File: config.mk
export PLATFORM = sky130hd
export DESIGN_NAME = mmio_console
export DESIGN_NICKNAME = d
export VERILOG_FILES = /design/src/rtl/mmio_pkg.sv /design/src/rtl/mmio_console_txfifo.sv /design/src/rtl/mmio_console.sv
export SDC_FILE = /design/constraint.sdc
export NUM_CORES = 1
export LEC_CHECK = 0
export ABC_AREA = 1
export BUFFER_PORTS_ARGS = -buffer_cell sky130_fd_sc_hd__buf_2
export CORE_ASPECT_RATIO = 1.4
export CORE_UTILIZATION = 44
export CTS_BUF_LIST = sky130_fd_sc_hd__clkbuf_8 sky130_fd_sc_hd__clkbuf_16
export CTS_CLUSTER_DIAMETER = 40
export DETAILED_ROUTE_END_ITERATION = 16
export GPL_ROUTABILITY_DRIVEN = 1
export PLACE_DENSITY = 0.69
export SYNTH_ARGS = -nofsm -noshare
export SYNTH_HDL_FRONTEND = slang
export SYNTH_SLANG_ARGS = --single-unit
File: constraint.sdc
create_clock -name clk -period 2.72 [get_ports clk]
set_input_delay 0.272 -clock clk [delete_from_list [all_inputs] [get_ports clk]]
set_output_delay 0.272 -clock clk [all_outputs]
set_load 0.01 [all_outputs]
File: src/rtl/mmio_pkg.sv
// Shared constants for the memory-mapped console: register offsets, STATUS bit
// positions and the register-select enum decoded from DataAdr[3:2].
package mmio_pkg;

    typedef enum logic [1:0] {
        REG_TXDATA  = 2'd0,
        REG_STATUS  = 2'd1,
        REG_CYCLE   = 2'd2,
        REG_TXCOUNT = 2'd3
    } reg_sel_e;

    // Byte offsets of each register within the 16-byte window.
    localparam logic [3:0] OFS_TXDATA  = 4'h0;
    localparam logic [3:0] OFS_STATUS  = 4'h4;
    localparam logic [3:0] OFS_CYCLE   = 4'h8;
    localparam logic [3:0] OFS_TXCOUNT = 4'hC;

    localparam int STATUS_FULL_BIT  = 0;
    localparam int STATUS_EMPTY_BIT = 1;
    localparam int STATUS_OVF_BIT   = 2;
    localparam int STATUS_COUNT_LSB = 4;
    localparam int STATUS_COUNT_W   = 5;

endpackage

File: src/rtl/mmio_console_txfifo.sv
// Transmit FIFO for the console: power-of-two depth, registered storage,
// head exposed directly on rdata (zero when empty), no push-to-head bypass.
module txfifo #(
    parameter  int DEPTH = 4,
    parameter  int WIDTH = 8,
    localparam int AW    = (DEPTH > 1) ? $clog2(DEPTH) : 1
) (
    input  logic             clk,
    input  logic             reset,
    input  logic             push,
    input  logic [WIDTH-1:0] wdata,
    input  logic             pop,
    output logic [WIDTH-1:0] rdata,
    output logic [AW:0]      count,
    output logic             full,
    output logic             empty,
    output logic             drop
);

    localparam logic [AW-1:0] PTR_ONE = AW'(1);
    localparam logic [AW:0]   CNT_ONE = (AW + 1)'(1);
    localparam logic [AW:0]   CNT_MAX = (AW + 1)'(DEPTH);

    logic [WIDTH-1:0] mem_q [DEPTH];
    logic [WIDTH-1:0] mem_d [DEPTH];
    logic [AW-1:0]    wr_ptr_q, wr_ptr_d;
    logic [AW-1:0]    rd_ptr_q, rd_ptr_d;
    logic [AW:0]      count_q, count_d;
    logic             push_ok, pop_ok;

    assign empty = (count_q == '0);
    assign full  = (count_q == CNT_MAX);
    assign count = count_q;
    assign rdata = empty ? '0 : mem_q[rd_ptr_q];

    // A pop frees the slot on the same edge, so a push at full is still accepted.
    assign pop_ok  = pop & ~empty;
    assign push_ok = push & (~full | pop_ok);
    assign drop    = push & full & ~pop_ok;

    always_comb begin
        mem_d    = mem_q;
        wr_ptr_d = wr_ptr_q;
        rd_ptr_d = rd_ptr_q;
        count_d  = count_q;
        if (push_ok) begin
            mem_d[wr_ptr_q] = wdata;
            wr_ptr_d        = wr_ptr_q + PTR_ONE;
        end
        if (pop_ok) begin
            rd_ptr_d = rd_ptr_q + PTR_ONE;
        end
        case ({push_ok, pop_ok})
            2'b10:   count_d = count_q + CNT_ONE;
            2'b01:   count_d = count_q - CNT_ONE;
            default: count_d = count_q;
        endcase
    end

    always_ff @(posedge clk or negedge reset) begin
        if (!reset) begin
            mem_q    <= '{default: '0};
            wr_ptr_q <= '0;
            rd_ptr_q <= '0;
            count_q  <= '0;
        end else begin
            mem_q    <= mem_d;
            wr_ptr_q <= wr_ptr_d;
            rd_ptr_q <= rd_ptr_d;
            count_q  <= count_d;
        end
    end

endmodule

File: src/rtl/mmio_console.sv
// Memory-mapped console sitting between the core and dmem: decodes a 16-byte
// window, feeds a TX FIFO and keeps counters. Optional CYCLE counter: MMIO_CYCLE_COUNTER_EN.
module mmio_console
    import mmio_pkg::*;
#(
    parameter logic [31:0] BASE_ADDR  = 32'h0000_0400,
    parameter int          FIFO_DEPTH = 4
) (
    input  logic        clk,
    input  logic        reset,
    input  logic        MemWrite,
    input  logic [31:0] DataAdr,
    input  logic [31:0] WriteData,
    input  logic [31:0] MemReadData,
    output logic [31:0] ReadData,
    output logic        DmemWE,
    output logic        tx_valid,
    input  logic        tx_ready,
    output logic [7:0]  tx_data
);

    localparam int CNT_W = $clog2(FIFO_DEPTH) + 1;

    logic             hit;
    reg_sel_e         sel;
    logic             reg_we;
    logic             fifo_push, fifo_pop, fifo_full, fifo_empty, fifo_drop;
    logic [CNT_W-1:0] fifo_count;
    logic [31:0]      status_word, cycle_val, reg_rdata;
    logic             overflow_q, overflow_d;
    logic [31:0]      txcount_q, txcount_d;
    logic             unused_bits;

    assign hit         = (DataAdr[31:4] == BASE_ADDR[31:4]);
    assign sel         = reg_sel_e'(DataAdr[3:2]);
    assign reg_we      = MemWrite & hit;
    assign DmemWE      = MemWrite & ~hit;
    assign fifo_push   = reg_we & (sel == REG_TXDATA);
    assign fifo_pop    = tx_valid & tx_ready;
    assign tx_valid    = ~fifo_empty;
    assign unused_bits = ^{DataAdr[1:0], WriteData};

    txfifo #(
        .DEPTH (FIFO_DEPTH),
        .WIDTH (8)
    ) u_txfifo (
        .clk   (clk),
        .reset (reset),
        .push  (fifo_push),
        .wdata (WriteData[7:0]),
        .pop   (fifo_pop),
        .rdata (tx_data),
        .count (fifo_count),
        .full  (fifo_full),
        .empty (fifo_empty),
        .drop  (fifo_drop)
    );

`ifdef MMIO_CYCLE_COUNTER_EN
    logic [31:0] cycle_q, cycle_d;

    always_comb begin
        cycle_d = cycle_q + 32'd1;
        if (reg_we && sel == REG_CYCLE) cycle_d = WriteData;
    end

    always_ff @(posedge clk or negedge reset) begin
        if (!reset) cycle_q <= '0;
        else        cycle_q <= cycle_d;
    end

    assign cycle_val = cycle_q;
`else
    assign cycle_val = '0;
`endif

    // Set after clear: an overflowing push wins over a same-cycle STATUS write.
    always_comb begin
        overflow_d = overflow_q;
        if (reg_we && sel == REG_STATUS) overflow_d = 1'b0;
        if (fifo_drop) overflow_d = 1'b1;
        txcount_d = fifo_pop ? txcount_q + 32'd1 : txcount_q;
        if (reg_we && sel == REG_TXCOUNT) txcount_d = '0;
    end

    always_ff @(posedge clk or negedge reset) begin
        if (!reset) begin
            overflow_q <= 1'b0;
            txcount_q  <= '0;
        end else begin
            overflow_q <= overflow_d;
            txcount_q  <= txcount_d;
        end
    end

    always_comb begin
        status_word = '0;
        status_word[STATUS_COUNT_LSB +: STATUS_COUNT_W] = STATUS_COUNT_W'(fifo_count);
        status_word[STATUS_OVF_BIT]   = overflow_q;
        status_word[STATUS_EMPTY_BIT] = fifo_empty;
        status_word[STATUS_FULL_BIT]  = fifo_full;
        case (sel)
            REG_TXDATA:  reg_rdata = '0;
            REG_STATUS:  reg_rdata = status_word;
            REG_CYCLE:   reg_rdata = cycle_val;
            REG_TXCOUNT: reg_rdata = txcount_q;
            default:     reg_rdata = '0;
        endcase
        ReadData = hit ? reg_rdata : MemReadData;
    end

endmodule

Word level (Yosys, flattened, before mapping)
Index checks and enable logic that the tools add are counted.
Operators by class
  add/subtract/negate cells: 5
  bitwise logic cells: 15
  eq/ne operators: 7
  reduce and logical (&&, ||, !) cells: 9
  $lt $le $gt $ge: 3
  muxes and demuxes: 14
Operator list (count)
  32-bit two-way mux: 3
  32-bit case mux with 3 select lines: 1
  32-bit by 1-bit adder with 32-bit output, second input constant: 1
  32-bit bitwise mux: 1
  8-bit two-way mux: 4
  28-bit by 7-bit == test with 1-bit output, second input constant: 1
  8-bit binary-select mux with 2-bit select: 1
  8-bit demux with 2-bit select: 1
  1-bit AND: 8
  2-bit == test, second input constant: 3
  3-bit greater-or-equal comparator, second input constant: 2
  2-bit NOT with 3-bit output: 2
  3-bit case mux with 2 select lines: 1
  2-bit nonzero test: 3
  2-bit by 1-bit adder with 2-bit output, second input constant: 2
  2-bit by 1-bit == test with 1-bit output, second input constant: 2
  1-bit NOT: 4
  3-bit by 1-bit adder with 3-bit output, second input constant: 1
  3-bit == test, second input constant: 1
  1-bit logical AND: 3
  3-bit logical NOT: 1
  3-bit by 1-bit < comparator with 1-bit output, second input constant: 1
  3-bit by 1-bit subtractor with 3-bit output, second input constant: 1
  2-bit logical NOT: 1
  other kinds (3): 4
Word-level totals
  bits of input ports: 100
  output and inout port bits: 42
  logic and storage cells: 62
  register bits after elaboration: 72

Depth between registers and ports, before layout
  word-level depth: 8
  depth in mapped cells: 14
  gate-level depth less buffers: 13

Hierarchy
A second synthesis with hierarchy kept.
Second synthesis, totals
  cell total of the unflattened synthesis: 800
  area, all modules: 5124.9 um^2
By module, submodules not included
  mmio_console: area each 3029.2 um^2, cells an instance 538, times used 1
  txfifo: area each 2095.8 um^2, cells an instance 262, times used 1

Worst setup path after synthesis
OpenSTA, ideal clock, no wires.
  path type: register to register
  start: register u_txfifo.count_q[0], in the netlist u_txfifo.count[0]
  end: register u_txfifo.count_q[2], in the netlist u_txfifo.count[2]
  slack: 0.535 ns
  data arrival time: 2.054 ns
  setup time: 0.131 ns
  stages on the path, launching flop included: 11
  period minus slack after synthesis: 2.185 ns
  path through: dfrtp_1 -> nor3_1 -> nor2_1 -> buf_2 -> buf_1 -> ha_1 -> inv_1 -> fa_1 -> a21oi_1 -> o21ai_0 -> xor2_1
Between the ends
  word-level cells in the longest chain between the ends: 8
Ends and longest elaborated chain
  start: declaration: line mmio_console_txfifo.sv:28  | logic [AW:0] count_q, count_d;
  start signal: assignment: line mmio_console_txfifo.sv:70  | count_q <= count_d;
  3-bit logical NOT (*): line mmio_console_txfifo.sv:31  | assign empty = (count_q == '0);
  1-bit NOT (*): line mmio_console_txfifo.sv:37, mmio_console.sv:40
  1-bit AND: line mmio_console.sv:39  | assign fifo_pop = tx_valid & tx_ready;
  1-bit AND (*): line mmio_console_txfifo.sv:37  | assign pop_ok = pop & ~empty;
  named net u_txfifo.pop_ok: line mmio_console_txfifo.sv:29  | logic push_ok, pop_ok;
  1-bit OR: line mmio_console_txfifo.sv:38  | assign push_ok = push & (~full | pop_ok);
  1-bit AND: line mmio_console_txfifo.sv:38
  2-bit by 1-bit == test with 1-bit output / 2-bit == test (equally long branches): line mmio_console_txfifo.sv:53  | case ({push_ok, pop_ok})
  3-bit case mux with 2 select lines / 2-bit nonzero test (equally long branches)
Mark *: on every way through the listed nets, which the timed path passes. The rest lies on a longest branch.
A chain may end at the register's enable or synchronous reset.

Final worst setup path
  start: input port DataAdr[5]
  end: output port ReadData[15]
Between the ends
  word-level cells in the longest chain between the ends: 2
Ends and longest elaborated chain
  start: declaration: line mmio_console.sv:12  | input logic [31:0] DataAdr,
  28-bit by 7-bit == test with 1-bit output: line mmio_console.sv:34  | assign hit = (DataAdr[31:4] == BASE_ADDR[31:4]);
  32-bit two-way mux: line mmio_console.sv:109  | ReadData = hit ? reg_rdata : MemReadData;
  end: declaration: line mmio_console.sv:15  | output logic [31:0] ReadData,
No other way between the ends.

==> run metrics <==
crit share post-route=0.7985; TritonCTS Sinks=72; Iter 0 DRT Violations=297; total number of vias=5050; Slew @ Worst Pin=0.6826 ns; top post-synthesis cells by area=dfrtp_1, nand2_1, nand3_1; CTS Buffer Depth=2; hold-fix buffers at CTS=0; cell-internal power=2353 µW; EDFF count, synth=0; TNS Setup=0 ns; Setup Buffers After CTS=0; Final Hold Fails=0; final setup fails=0; Mapped Area=4984 µm²; Critical Path AT=1.90 ns; Die Width=91.95 µm; fmax=460.4 MHz; Area Overhead vs Synth=20.21%; first-pass GRT wire length=21330 µm; overall power=3609 µW; via density per instance=5.091; Finished Layout Cells=992; clk_lat worst skew=0.34 ns; die area=11760 µm²; CP most frequent cell=buf_2; Root Driver=clkbuf_16; CP delay by family, top=simple AND/OR/NAND/NOR gates; final WL=13110 µm; Worst-path clk slew=0.06 ns; TritonRoute pass-1 iters=5; Psw=1256 µW; vias in the first global route=4772; cells resized by post-CTS repair=0; sequential share of power=0.359; static leakage=0.003064 µW; critical-path cell list=buf_2 -> or2_4 -> nor2_4 -> nand2_2 -> nor2_8 -> inv_2 -> buf_4 -> o31ai_1 -> buf_2; peak supply drop=0.4921 mV; GRT Total Usage=0.2284; Hold Crit Class=input pin to async pin; Routed Antenna Nets=0; top cell type's share of synthesized area=0.3615; Mapped Avg Cell Area=6.753 µm²; Bufs and invs on worst path=4; CP max stage delay=0.27 ns; Max-Cap Viols=0; sequential-to-total area share from yosys stat=0.3615; most frequent cells in the layout=nand2_1, buf_2, nor2_1; Ports=142; Post-synth top flop=dfrtp_1; Clock Skew=0.007264 ns; initial antenna violation count=0; Max Slew Vio Count=0; # diodes=0; Clock power frac=0.347; Post-DP HPWL=9955 µm; wire length per cell=13.21 µm; share of cells above drive strength 1=0.1821; Synth warnings=0; Core Region=10920 µm²; Yosys top cell by area=dfrtp_1; Initial Util=0.4562; Worst setup SP type=input pin; kind of critical path=input pin to primary output; CTS tree=yes; grt total ovfl=0; Fill cells=1121; fin crit period=2.172 ns; Comb pwr share=0.295; Worst path slowest cell=buf_4; Final Hold Slack=0.06181 ns; r2r startpoint=u_txfifo.count[0]; Seq cells post-synth=72; Remaining DRCs=0; Req. time, crit path=2.45 ns; RSZ-0062 raised after global routing=no; Row Count=45; worst rel slew slack=0.5439; Netlist cell types=34; GP Congestion=0.9029; worst setup path startpoint=DataAdr[5]; Port-buffer cells=115; pin count of the biggest net entering global routing=52; Post-Syn Nets=845; PD cells=602.4 nW/µm²; CP Capture Type=primary output; most common cell after layout, fill and taps aside=nand2_1; ys async rst share=1.000; H-tree depth=3; Die Ht=127.9 µm; synthesized instance count=738; status=finished clean; CTS Buf Count=9; Sw Ratio=0.3479; CP max FO=48; Placed Cells incl. Taps=976; nets@finish=953
[Yosys cell counts, drive strengths merged, types with 7 or more instances]
cell	n
nand2	183
clkbuf	14
a21oi	30
o21bai	32
o21ai	25
nor3	22
inv	99
buf	16
dfrtp	72
nand3	80
o31ai	22
nand4	7
nor2	105
xor2	13
[cells by family (layout without fill, tap and decap cells)]
group	Yosys count	count (layout)	share of synthesized area
compound gates	115	115	0.1446
xor+xnor	14	14	0.02461
fa+ha+maj	7	7	0.01908
buf+inv	129	242	0.1047
flops	72	72	0.3615
simple gates	401	401	0.3455
[final timing paths]
kind | slack [ns] | cells past startpoint | end
min in group clk | 0.22 | 3 | u_txfifo.mem_q[24]
worst min-delay path | 0.06 | 2 | txcount_q[19]
worst max register to register | 0.61 | 9 | u_txfifo.count[2]
worst min register to register | 0.50 | 2 | overflow_q
worst max-delay path | 0.55 | 9 | ReadData[15]
max in group asynchronous | 1.89 | 3 | u_txfifo.mem_q[9]
[state kept, by name, indices dropped and copies added (netlist names)]
name / flops
u_txfifo.rd_ptr_q: 2
txcount_q: 32
u_txfifo.count: 3
overflow_q: 1
u_txfifo.mem_q: 32
u_txfifo.wr_ptr_q: 2
[power groups by stage]
stage               logic, µW  registers, µW  clock network, µW
floorplan                 704           1260                  0
global placement         1030           1310                  0
detailed placement       1050           1310                  0
CTS                      1060           1300               1280
global route             1200           1310               1330
finish                   1060           1290               1250
[area by class of cell]
cell class              count  area (µm²)  share of cell area
inverters                  99       371.6             0.06203
multi-input cells         537        2663              0.4444
well taps                 141       176.4             0.02945
repair buffers            127       665.6              0.1111
flip-flops and latches     72        1802              0.3008
clock buffers               9       225.2             0.03759
clock inverters             7       87.58             0.01462
[per-stage QoR]
stage / utilization / worst slack (ns) / area, µm²
floorplan: - / 0.5354 / 4984
global placement: 0.5198 / 0.5823 / 5678
detailed placement: 0.5198 / 0.5404 / 5678
CTS: 0.5485 / 0.5388 / 5991
global route: 0.5485 / 0.3526 / 5991
finish: 0.5485 / 0.5480 / 5991
[worst register-to-register path, delay by kind of cell (launching register included)]
| family | cells | cell delay (ns) |
|---|---|---|
| buf+inv | 1 | 0.07 |
| xor+xnor | 1 | 0.16 |
| flops | 1 | 0.43 |
| simple gates | 3 | 0.56 |
| fa+ha+maj | 2 | 0.52 |
| compound gates | 2 | 0.25 |
[layer usage]
metal | wire, µm | global-route usage | up-vias
li1 | - | - | 2593
met1 | 5382 | 0.2527 | 2270
met2 | 6810 | 0.4293 | 151
met3 | 573 | 0.04093 | 36
met4 | 341 | 0.08732 | 0
met5 | 0 | 0 | -
Note: power is estimated with default switching activity, not from simulation.
